===== src/rtl/serial_ripple_subtractor.sv =====
// Bit-serial subtractor: DIFF = A - B - bin, one full-subtractor bit per clock, LSB first.
// Optional signed-overflow flag enabled by defining SUB_SIGNED_OVF_EN.
module serial_ripple_subtractor #(
  parameter int unsigned WIDTH = 4
) (
  input  logic             clk,
  input  logic             rst_n,
  input  logic             in_valid,
  output logic             in_ready,
  input  logic [WIDTH-1:0] a,
  input  logic [WIDTH-1:0] b,
  input  logic             bin,
  output logic             out_valid,
  input  logic             out_ready,
  output logic [WIDTH-1:0] diff,
  output logic             bout,
  output logic             busy
`ifdef SUB_SIGNED_OVF_EN
  ,
  output logic             ovf
`endif
);

  localparam int unsigned CW = $clog2(WIDTH + 1);

  typedef enum logic [1:0] {
    IDLE  = 2'd0,
    SHIFT = 2'd1,
    DONE  = 2'd2
  } state_t;

  state_t          state;
  state_t          state_next;

  logic [WIDTH-1:0] a_sr;
  logic [WIDTH-1:0] b_sr;
  logic [WIDTH-1:0] res_sr;
  logic             br;
  logic [CW-1:0]    cnt;

  logic             accept;
  logic             last;
  logic             a0;
  logic             b0;
  logic             d;
  logic             br_next;
  logic [WIDTH-1:0] res_next;

`ifdef SUB_SIGNED_OVF_EN
  logic             a_msb;
  logic             b_msb;
`endif

  // State register
  always_ff @(posedge clk or negedge rst_n) begin
    if (!rst_n) begin
      state <= IDLE;
    end else begin
      state <= state_next;
    end
  end

  // Next state and the single full-subtractor cell
  always_comb begin
    state_next = state;
    accept     = 1'b0;
    last       = 1'b0;
    a0         = a_sr[0];
    b0         = b_sr[0];
    d          = a0 ^ b0 ^ br;
    br_next    = (~a0 & b0) | (~(a0 ^ b0) & br);
    res_next   = {d, res_sr[WIDTH-1:1]};

    case (state)
      IDLE: begin
        if (in_valid && in_ready) begin
          accept     = 1'b1;
          state_next = SHIFT;
        end
      end
      SHIFT: begin
        if (cnt == CW'(WIDTH - 1)) begin
          last       = 1'b1;
          state_next = DONE;
        end
      end
      DONE: begin
        if (out_valid && out_ready) begin
          state_next = IDLE;
        end
      end
      default: begin
        state_next = IDLE;
      end
    endcase
  end

  // Handshake/status flags registered from the next state
  always_ff @(posedge clk or negedge rst_n) begin
    if (!rst_n) begin
      in_ready  <= 1'b1;
      out_valid <= 1'b0;
      busy      <= 1'b0;
    end else begin
      in_ready  <= (state_next == IDLE);
      out_valid <= (state_next == DONE);
      busy      <= (state_next != IDLE);
    end
  end

  // Operand/result shift registers, borrow ripple and bit counter
  always_ff @(posedge clk or negedge rst_n) begin
    if (!rst_n) begin
      a_sr   <= '0;
      b_sr   <= '0;
      res_sr <= '0;
      br     <= 1'b0;
      cnt    <= '0;
    end else if (accept) begin
      a_sr   <= a;
      b_sr   <= b;
      res_sr <= '0;
      br     <= bin;
      cnt    <= '0;
    end else if (state == SHIFT) begin
      a_sr   <= {1'b0, a_sr[WIDTH-1:1]};
      b_sr   <= {1'b0, b_sr[WIDTH-1:1]};
      res_sr <= res_next;
      br     <= br_next;
      cnt    <= cnt + CW'(1);
    end
  end

  // Visible result only changes when a complete difference is ready
  always_ff @(posedge clk or negedge rst_n) begin
    if (!rst_n) begin
      diff <= '0;
      bout <= 1'b0;
    end else if (last) begin
      diff <= res_next;
      bout <= br_next;
    end
  end

`ifdef SUB_SIGNED_OVF_EN
  // Operand sign bits are shifted out, so keep a copy for the overflow test
  always_ff @(posedge clk or negedge rst_n) begin
    if (!rst_n) begin
      a_msb <= 1'b0;
      b_msb <= 1'b0;
      ovf   <= 1'b0;
    end else begin
      if (accept) begin
        a_msb <= a[WIDTH-1];
        b_msb <= b[WIDTH-1];
      end
      if (last) begin
        ovf <= (a_msb != b_msb) && (d != a_msb);
      end
    end
  end
`endif

endmodule


===== config.mk =====
export PLATFORM = sky130hd
export DESIGN_NAME = serial_ripple_subtractor
export DESIGN_NICKNAME = d
export VERILOG_FILES = /design/src/rtl/serial_ripple_subtractor.sv
export SDC_FILE = /design/constraint.sdc
export NUM_CORES = 1
export LEC_CHECK = 0
export BUFFER_PORTS_ARGS = -buffer_cell sky130_fd_sc_hd__buf_2
export CORE_MARGIN = 1.5
export CORE_UTILIZATION = 48
export DETAILED_ROUTE_END_ITERATION = 12
export PLACE_DENSITY = 0.71
export RECOVER_POWER = 100
export SLEW_MARGIN = 20
export SYNTH_ARGS = -nofsm -noshare
export SYNTH_HDL_FRONTEND = slang
export SYNTH_SLANG_ARGS = --single-unit

===== constraint.sdc =====
create_clock -name clk -period 3.2 [get_ports clk]
set_input_delay 0.64 -clock clk [delete_from_list [all_inputs] [get_ports clk]]
set_output_delay 0.64 -clock clk [all_outputs]
set_load 0.01 [all_outputs]

## Word level (Yosys, flattened, before mapping)

Cells that the tools add are included.

- Flip-flop bits (word level): 26
- Bits in latches: 0
- Bits in writable memories: 0
- ROM bits: 0
- Bits of input ports: 13
- Output and inout bits: 8
- Word-level logic and storage cells: 47
- Memories kept: 0

- Add/subtract/negate cells: 1
- $mul: 0
- Div/mod/pow operators: 0
- $lt $le $gt $ge: 0
- Equal/unequal tests: 4
- Shifts and indexed selects: 0
- Mux-type cells: 18
- Bitwise operators: 7
- Reduce and logical (&&, ||, !) cells: 6

Operator list:

| operator | count |
|---|---|
| $mux W4 | 6 |
| $mux W1 | 6 |
| $mux W2 | 3 |
| $mux W3 | 2 |
| $pmux W2 S3 | 1 |
| $eq A2 B2 Y1 const B | 2 |
| $logic_not A2 Y1 | 2 |
| $reduce_bool A2 Y1 | 2 |
| $add A3 B1 Y3 const B | 1 |
| $eq A3 B2 Y1 const B | 1 |
| $and A1 B1 Y1 | 2 |
| $eq A2 B1 Y1 const B | 1 |
| $logic_and A1 B1 Y1 | 2 |
| $not A1 Y1 | 2 |
| $xor A1 B1 Y1 | 2 |
| $or A1 B1 Y1 | 1 |

## Longest topological paths before layout

Gate-level depths: netlist (run 1).

- Depth in word-level cells: 6
- Depth in mapped cells: 5
- Mapped depth without buffers: 5

## Worst setup path before layout (run 1)

No wires, ideal clock.

- Kind: register to register
- From: reg cnt[0]
- To: reg diff[0]
- Setup time: 0.125 ns
- Arrival: 1.299 ns
- Data required time: 3.075 ns
- Slack: 1.777 ns
- Cell stages (with the launch flop): 5
- Path buffers: 0
- Clock period less this slack: 1.423 ns
- Cells stage by stage: dfrtp_1 > ha_1 > ha_1 > nand3b_1 > mux2_2

- Longest elaborated chain between the ends: 3

Ends and longest elaborated chain:

| what | RTL line | text |
|---|---|---|
| start: declaration | 39 | `logic [CW-1:0] cnt;` |
| start signal: assignment | 130 | `cnt <= cnt + CW'(1);` |
| $eq A3 B2 Y1 | 82 | `if (cnt == CW'(WIDTH - 1)) begin` |
| $mux W1 | 82 |  |
| $mux W1 | 74 | `case (state)` |
| end signal: assignment | 140 | `diff <= res_next;` |
| end: declaration | 15 | `output logic [WIDTH-1:0] diff,` |

No other way between the ends.
A chain may end at the register's enable or synchronous reset.

## Final worst setup path (run 1)

- From: reg in_ready
- To: reg br

- Longest elaborated chain between the ends: 4
- Elaborated cells between the ends (all ways): 5
- Those cells by class: mux: 3; reduce/logical: 2

Ends and longest elaborated chain:

| what | RTL line | text |
|---|---|---|
| start: declaration | 9 | `output logic in_ready,` |
| start signal: assignment | 105 | `in_ready <= (state_next == IDLE);` |
| $logic_and A1 B1 Y1 (*) | 76 | `if (in_valid && in_ready) begin` |
| $mux W1 (*) | 76 |  |
| $mux W1 (*) | 74 |  |
| $mux W1 / $reduce_bool A2 Y1 (equally long branches) | n/a |  |
| end signal: assignment | 123 | `br <= bin;` |
| end signal: assignment | 129 | `br <= br_next;` |
| end: declaration | 38 | `logic br;` |

Every way passes the cells marked *; elsewhere a longest branch is shown, timed or not.

==> results.sh, run 1 <==
export IMPL_synth_most_common_cell="dfrtp_1"
export IMPL_drc=0
export IMPL_nNetsFinal=137
export IMPL_r2r_slack_ns=1.51
export IMPL_hold_worst_slack_ns=0.500
export IMPL_p_total_mw=1.19
export IMPL_cts_hold_buf=0
export IMPL_path_cells="nand4bb_1 -> nand3_1 -> o211ai_1"
export IMPL_dieArea_um2=2510
export IMPL_fill_cells=178
export IMPL_ys_flop_type="dfrtp_1"
export IMPL_yosys_warnings=0
export IMPL_skew_ns=0.00462
export IMPL_drtPass1Iterations=4
export IMPL_clk_path_buf_depth=2
export IMPL_status="completed"
export IMPL_synth_seq_area_share_pct=58.9
export IMPL_path_max_fanout=19
export IMPL_clk_pin_slew_ns=0.13
export IMPL_maxSlewViolCount=0
export IMPL_routedWlPerCell_um=13.0
export IMPL_reg2regPathDepth=3
export IMPL_clock_root_buffer="clkbuf_4"
export IMPL_critical_path_class="reg2reg"
export IMPL_syn_nets=117
export IMPL_layout_drive_gt1_share_pct=16.7
export IMPL_synth_area_leaders="dfrtp_1, nand2_1, nand3_1"
export IMPL_cp_start_kind="register"
export IMPL_cp_end_kind="register"
export IMPL_synth_top_area_share_pct=56.4
export IMPL_via_per_inst=5.16
export IMPL_fp_coreArea_um2=2020
export IMPL_rsz0062_at_grt="no"
export IMPL_vias=758
export IMPL_tns_ns=0
export IMPL_grt_usage_pct=17.4
export IMPL_synth_top_cell_by_area="dfrtp_1"
export IMPL_critPathMaxStageDelay_ns=0.60
export IMPL_grt_antenna_before_repair=0
export IMPL_period_needed_ns=1.69
export IMPL_hold_viol_final=0
export IMPL_max_slew_margin_pct=11.0
export IMPL_drv_cap=0
export IMPL_grt_pass1_vias=712
export IMPL_ctsResizeCount=0
export IMPL_overflow=0
export IMPL_hp_class="reg2reg"
export IMPL_postCtsSetupRepairBufs=0
export IMPL_asyncSetResetFlopFracSynth_pct=100
export IMPL_wl_um=1910
export IMPL_cp_required_ns=3.38
export IMPL_cts_buffers=3
export IMPL_synthesis_area_um2=1060
export IMPL_cp_depth=3
export IMPL_gp_congestion=0.738
export IMPL_synth_edff_count=0
export IMPL_grt_max_degree=26
export IMPL_power_leakage_nw=0.591
export IMPL_io_buffers=20
export IMPL_cp_top_family="simple AND/OR/NAND/NOR gates"
export IMPL_htreeDepth=1
export IMPL_postRouteAntennaNets=0
export IMPL_worst_pin_slew_ns=1.34
export IMPL_grt_pass1_wl_um=3250
export IMPL_clock_latency_ns=0.30
export IMPL_setup_viol=0
export IMPL_powerDensity_nw_per_um2=999
export IMPL_critPathArrivalTime_ns=1.87
export IMPL_die_y_um=50.1
export IMPL_timing_fmax_mhz=591
export IMPL_pin_count=21
export IMPL_synth_cell_types=24
export IMPL_hpwl_um=1330
export IMPL_die_x_um=50.1
export IMPL_cp_slowest_cell="nand4bb_1"
export IMPL_timing_critical_path_buf_inv=0
export IMPL_synth_area_per_cell_um2=10.5
export IMPL_cts_sinks=25
export IMPL_final_util_pct=59.0
export IMPL_drt_initial_drc_count=11
export IMPL_row_count=16
export IMPL_syn_to_final_growth_pct=12.0
export IMPL_ys_ff_latch=25
export IMPL_finalCritPeriodShare_pct=52.9
export IMPL_vdd_ir_drop_max_mv=0.519
export IMPL_pre_cts_ws_ns=1.33
export IMPL_antenna_cells=0
export IMPL_start_util_pct=52.7
export IMPL_cts_tree="built"
export IMPL_ys_top_cells_by_count="dfrtp_1, nand2_1, nand3_1, buf_2"
export IMPL_layout_setup_ws_ns=1.51
export IMPL_hold_depth=2
export IMPL_synthCells=101
==> per-stage QoR <==
step           cells  instance area, um^2
2_1_floorplan    101                 1060
3_3_place_gp     143                 1180
3_5_place_dp     143                 1180
4_1_cts          147                 1200
5_1_grt          147                 1190
6_report         147                 1190
==> logic make-up (layout without fill, tap and decap cells) <==
group / count (synthesis) / in the layout / share of synthesized area [%]
muxes: 4 / 4 / 4.23
buffers and inverters: 10 / 29 / 4.23
adders and majority gates: 3 / 3 / 4.23
and+or+nand+nor: 45 / 45 / 19.7
DFF: 25 / 25 / 58.9
AOI/OAI and AO/OA: 14 / 14 / 8.70
==> area by class of cell <==
class,instances,area (um^2),share of cell area (%)
flip-flops and latches,25,627,52.6
clock buffers,4,26.3,2.20
well taps,27,33.8,2.83
repair buffers,21,97.6,8.18
inverters,4,15.0,1.26
multi-input cells,66,393,32.9
==> worst min-delay path: stages (launching register included) <==
cell and delay (ns):
dfrtp_1 0.36, nand2_1 0.05, o21ai_0 0.06
==> metal layers <==
| metal | up-vias | part of all wire [%] | GRT usage, % |
|---|---|---|---|
| met3 | 2 | 3.8 | 3.03 |
| met2 | 13 | 47 | 27.0 |
| li1 | 382 | - | - |
| met1 | 361 | 49 | 24.6 |
| met5 | - | 0 | 0 |
| met4 | 0 | 0.63 | 5.56 |
==> final timing paths <==
check | from | to
max | in_ready$_DFF_PN1_ | br$_DFFE_PN0P_
min | bout$_DFFE_PN0P_ | bout$_DFFE_PN0P_
max reg2reg | in_ready$_DFF_PN1_ | br$_DFFE_PN0P_
min reg2reg | bout$_DFFE_PN0P_ | bout$_DFFE_PN0P_
max in group asynchronous | rst_n | cnt[2]$_DFFE_PN0P_
min in group asynchronous | rst_n | a_sr[0]$_DFFE_PN0P_
==> power by group <==
group          leakage (nW)  switching (mW)  internal (mW)
sequential            0.315          0.0866          0.471
clock                0.0150          0.0868         0.0485
combinational         0.261           0.293          0.205
total                 0.591           0.467          0.725
==> flip-flops by register name (all words and copies together), names as in the netlist <==
register and cells:
a_sr 4, b_sr 4, diff 4, cnt 3, res_sr 3, state 2, bout 1, br 1
busy 1, in_ready 1, out_valid 1
==> cells in the final DEF (no fill, tap or decap), drive strengths merged <==
master	instances
clkbuf	12
ha	2
o21ai	4
buf	13
nor3	2
inv	4
nand2b	1
nand2	23
nand3	10
a211oi	1
nor4bb	1
dfrtp	24
and2b	1
nand3b	1
dfstp	1
a21o	2
nor2	4
or3	1
a22oi	1
o211ai	1
mux2	4
a31oi	4
fa	1
a221o	1
nand4bb	1
Note: power is estimated with default switching activity, not from simulation.
==> inputs of run 2 (changes only) <==
Settings changed: CORE_UTILIZATION 48 to 47, PLACE_DENSITY 0.71 to 0.72.
Clock period 3.2 ns to 1.5 ns, I/O delays scaled along.
==> run 2 against run 1 <==
  * First-iteration DRC count did not move
  * Sequential share of layout area fell by 3.7 points
  * Wire length rose by 7.0%
  * Critical path depth rose by 2
  * Critical path type unchanged
  * Critical endpoint is now diff[3]$_DFFE_PN0P_
  * Largest power group is now combinational cells
  * Highest routed layer unchanged
==> results.sh, run 2 (same netlist as run 1, synthesis figures left out) <==
export IMPL_status="completed"
export IMPL_syn_to_final_growth_pct=20.4
export IMPL_grt_pass1_wl_um=3460
export IMPL_crit_top_cell="ha_1"
export IMPL_fp_coreArea_um2=2170
export IMPL_htreeDepth=1
export IMPL_layout_drive_gt1_share_pct=24.4
export IMPL_start_util_pct=49.1
export IMPL_vdd_ir_drop_max_mv=1.07
export IMPL_max_slew_margin_pct=59.8
export IMPL_cp_required_ns=1.74
export IMPL_antenna_cells=0
export IMPL_hp_class="in2reg"
export IMPL_critPathArrivalTime_ns=1.71
export IMPL_placed_cells=149
export IMPL_cp_top_family="flip-flops"
export IMPL_drtPass1Iterations=4
export IMPL_io_buffers=20
export IMPL_cp_start_kind="register"
export IMPL_grt_usage_pct=19.0
export IMPL_drv_cap=0
export IMPL_die_y_um=50.6
export IMPL_die_x_um=50.6
export IMPL_clock_latency_ns=0.33
export IMPL_reg_top3="a_sr x4, b_sr x4, diff x4"
export IMPL_cp_slowest_cell="dfrtp_1"
export IMPL_timing_critical_path_buf_inv=1
export IMPL_clk_pin_slew_ns=0.14
export IMPL_critical_path_class="reg2reg"
export IMPL_period_needed_ns=1.47
export IMPL_finalNonFillerCells=159
export IMPL_clk_path_buf_depth=2
export IMPL_power_leakage_nw=0.651
export IMPL_finalCritPeriodShare_pct=97.9
export IMPL_final_cell_mix="dfrtp_1, nand2_1, buf_2"
export IMPL_wl_um=2050
export IMPL_seq_area_um2=627
export IMPL_powerDensity_nw_per_um2=2140
export IMPL_pin_count=21
export IMPL_cts_sinks=25
export IMPL_worst_pin_slew_ns=0.603
export IMPL_hold_viol_final=0
export IMPL_maxSlewViolCount=0
export IMPL_cts_tree="built"
export IMPL_routedWlPerCell_um=12.9
export IMPL_dieArea_um2=2560
export IMPL_row_count=17
export IMPL_final_common_cell="dfrtp_1"
export IMPL_path_max_fanout=3
export IMPL_fill_cells=207
export IMPL_multiInputGateArea_um2=400
export IMPL_postRouteAntennaNets=0
export IMPL_hpwl_um=1400
export IMPL_grt_max_degree=26
export IMPL_path_cells="ha_1 -> ha_1 -> nand3b_1 -> buf_4 -> mux2_2"
export IMPL_cts_buffers=3
export IMPL_cp_end_kind="register"
export IMPL_drc=0
export IMPL_grt_pass1_vias=789
export IMPL_via_per_inst=5.18
export IMPL_p_total_mw=2.75
export IMPL_skew_ns=0.00732
export IMPL_gp_congestion=0.771
export IMPL_vias=824
export IMPL_setup_viol=0
export IMPL_grt_antenna_before_repair=0
export IMPL_drt_initial_drc_count=11
export IMPL_nNetsFinal=148
export IMPL_critPathMaxStageDelay_ns=0.41
export IMPL_timing_fmax_mhz=681
export IMPL_clock_root_buffer="clkbuf_4"
export IMPL_overflow=0
-- run 2: per-layer routing --
layer	GRT usage [%]	vias to the layer above	share of wire [%]	wire length, um
met5	0	-	0	0
li1	-	408	-	-
met2	31.4	17	48	984
met1	22.8	392	44	900
met3	3.57	7	3.7	75
met4	12.2	0	4.2	86
-- run 2: what timing repair did --
action | 4_1_cts | 5_1_grt
setup endpoints to repair | 4 | 4
resized for setup | 0 | 2
setup buffers | 1 | 4
hold buffers | 1 | 0
endpoints found under the hold margin | 24 | 0
-- run 2: stage by stage --
stage          worst slack, ns  cell area (um^2)  hold slack [ns]  utilization (%)  TNS [ns]
3_5_place_dp           -0.0109              1210            0.311             56.0   -0.0383
4_1_cts                -0.0154              1260            0.148             58.1   -0.0561
2_1_floorplan           0.0767              1060          0.00441                -         0
6_report                0.0308              1280            0.151             59.1         0
3_3_place_gp            0.0217              1210            0.310             56.0         0
5_1_grt                -0.0137              1280            0.145             59.1   -0.0228
-- run 2: worst paths after layout --
check,startpoint,end,slack (ns),depth (start not counted)
worst max-delay path,cnt[0]$_DFFE_PN0P_,diff[3]$_DFFE_PN0P_,0.03,5
worst min-delay path,a[3],a_sr[3]$_DFFE_PN0P_,0.15,3
worst max register to register,cnt[0]$_DFFE_PN0P_,diff[3]$_DFFE_PN0P_,0.03,5
worst min register to register,bout$_DFFE_PN0P_,bout$_DFFE_PN0P_,0.50,2
max in group asynchronous,rst_n,cnt[1]$_DFFE_PN0P_,0.62,2
min in group asynchronous,rst_n,bout$_DFFE_PN0P_,0.48,2
-- run 2: area by class of cell --
class                           instances  area share, %
Tap cell                               28           2.73
Clock inverter                          1          0.390
Inverter                                4           1.17
Clock buffer                            3           1.76
Timing Repair Buffer                   32           13.9
Multi-Input combinational cell         66           31.2
Sequential cell                        25           48.9
-- run 2: worst min-delay path: stages --
cell,delay (ns)
buf_2,0.07
nand2_1,0.04
nand2_1,0.05
-- run 2: report_power, final --
part	switching, mW	leakage (nW)	internal, mW	total, mW
combinational	0.670	0.319	0.577	1.25
sequential	0.183	0.315	1.01	1.19
clock	0.207	0.0177	0.100	0.307
total	1.06	0.651	1.69	2.75
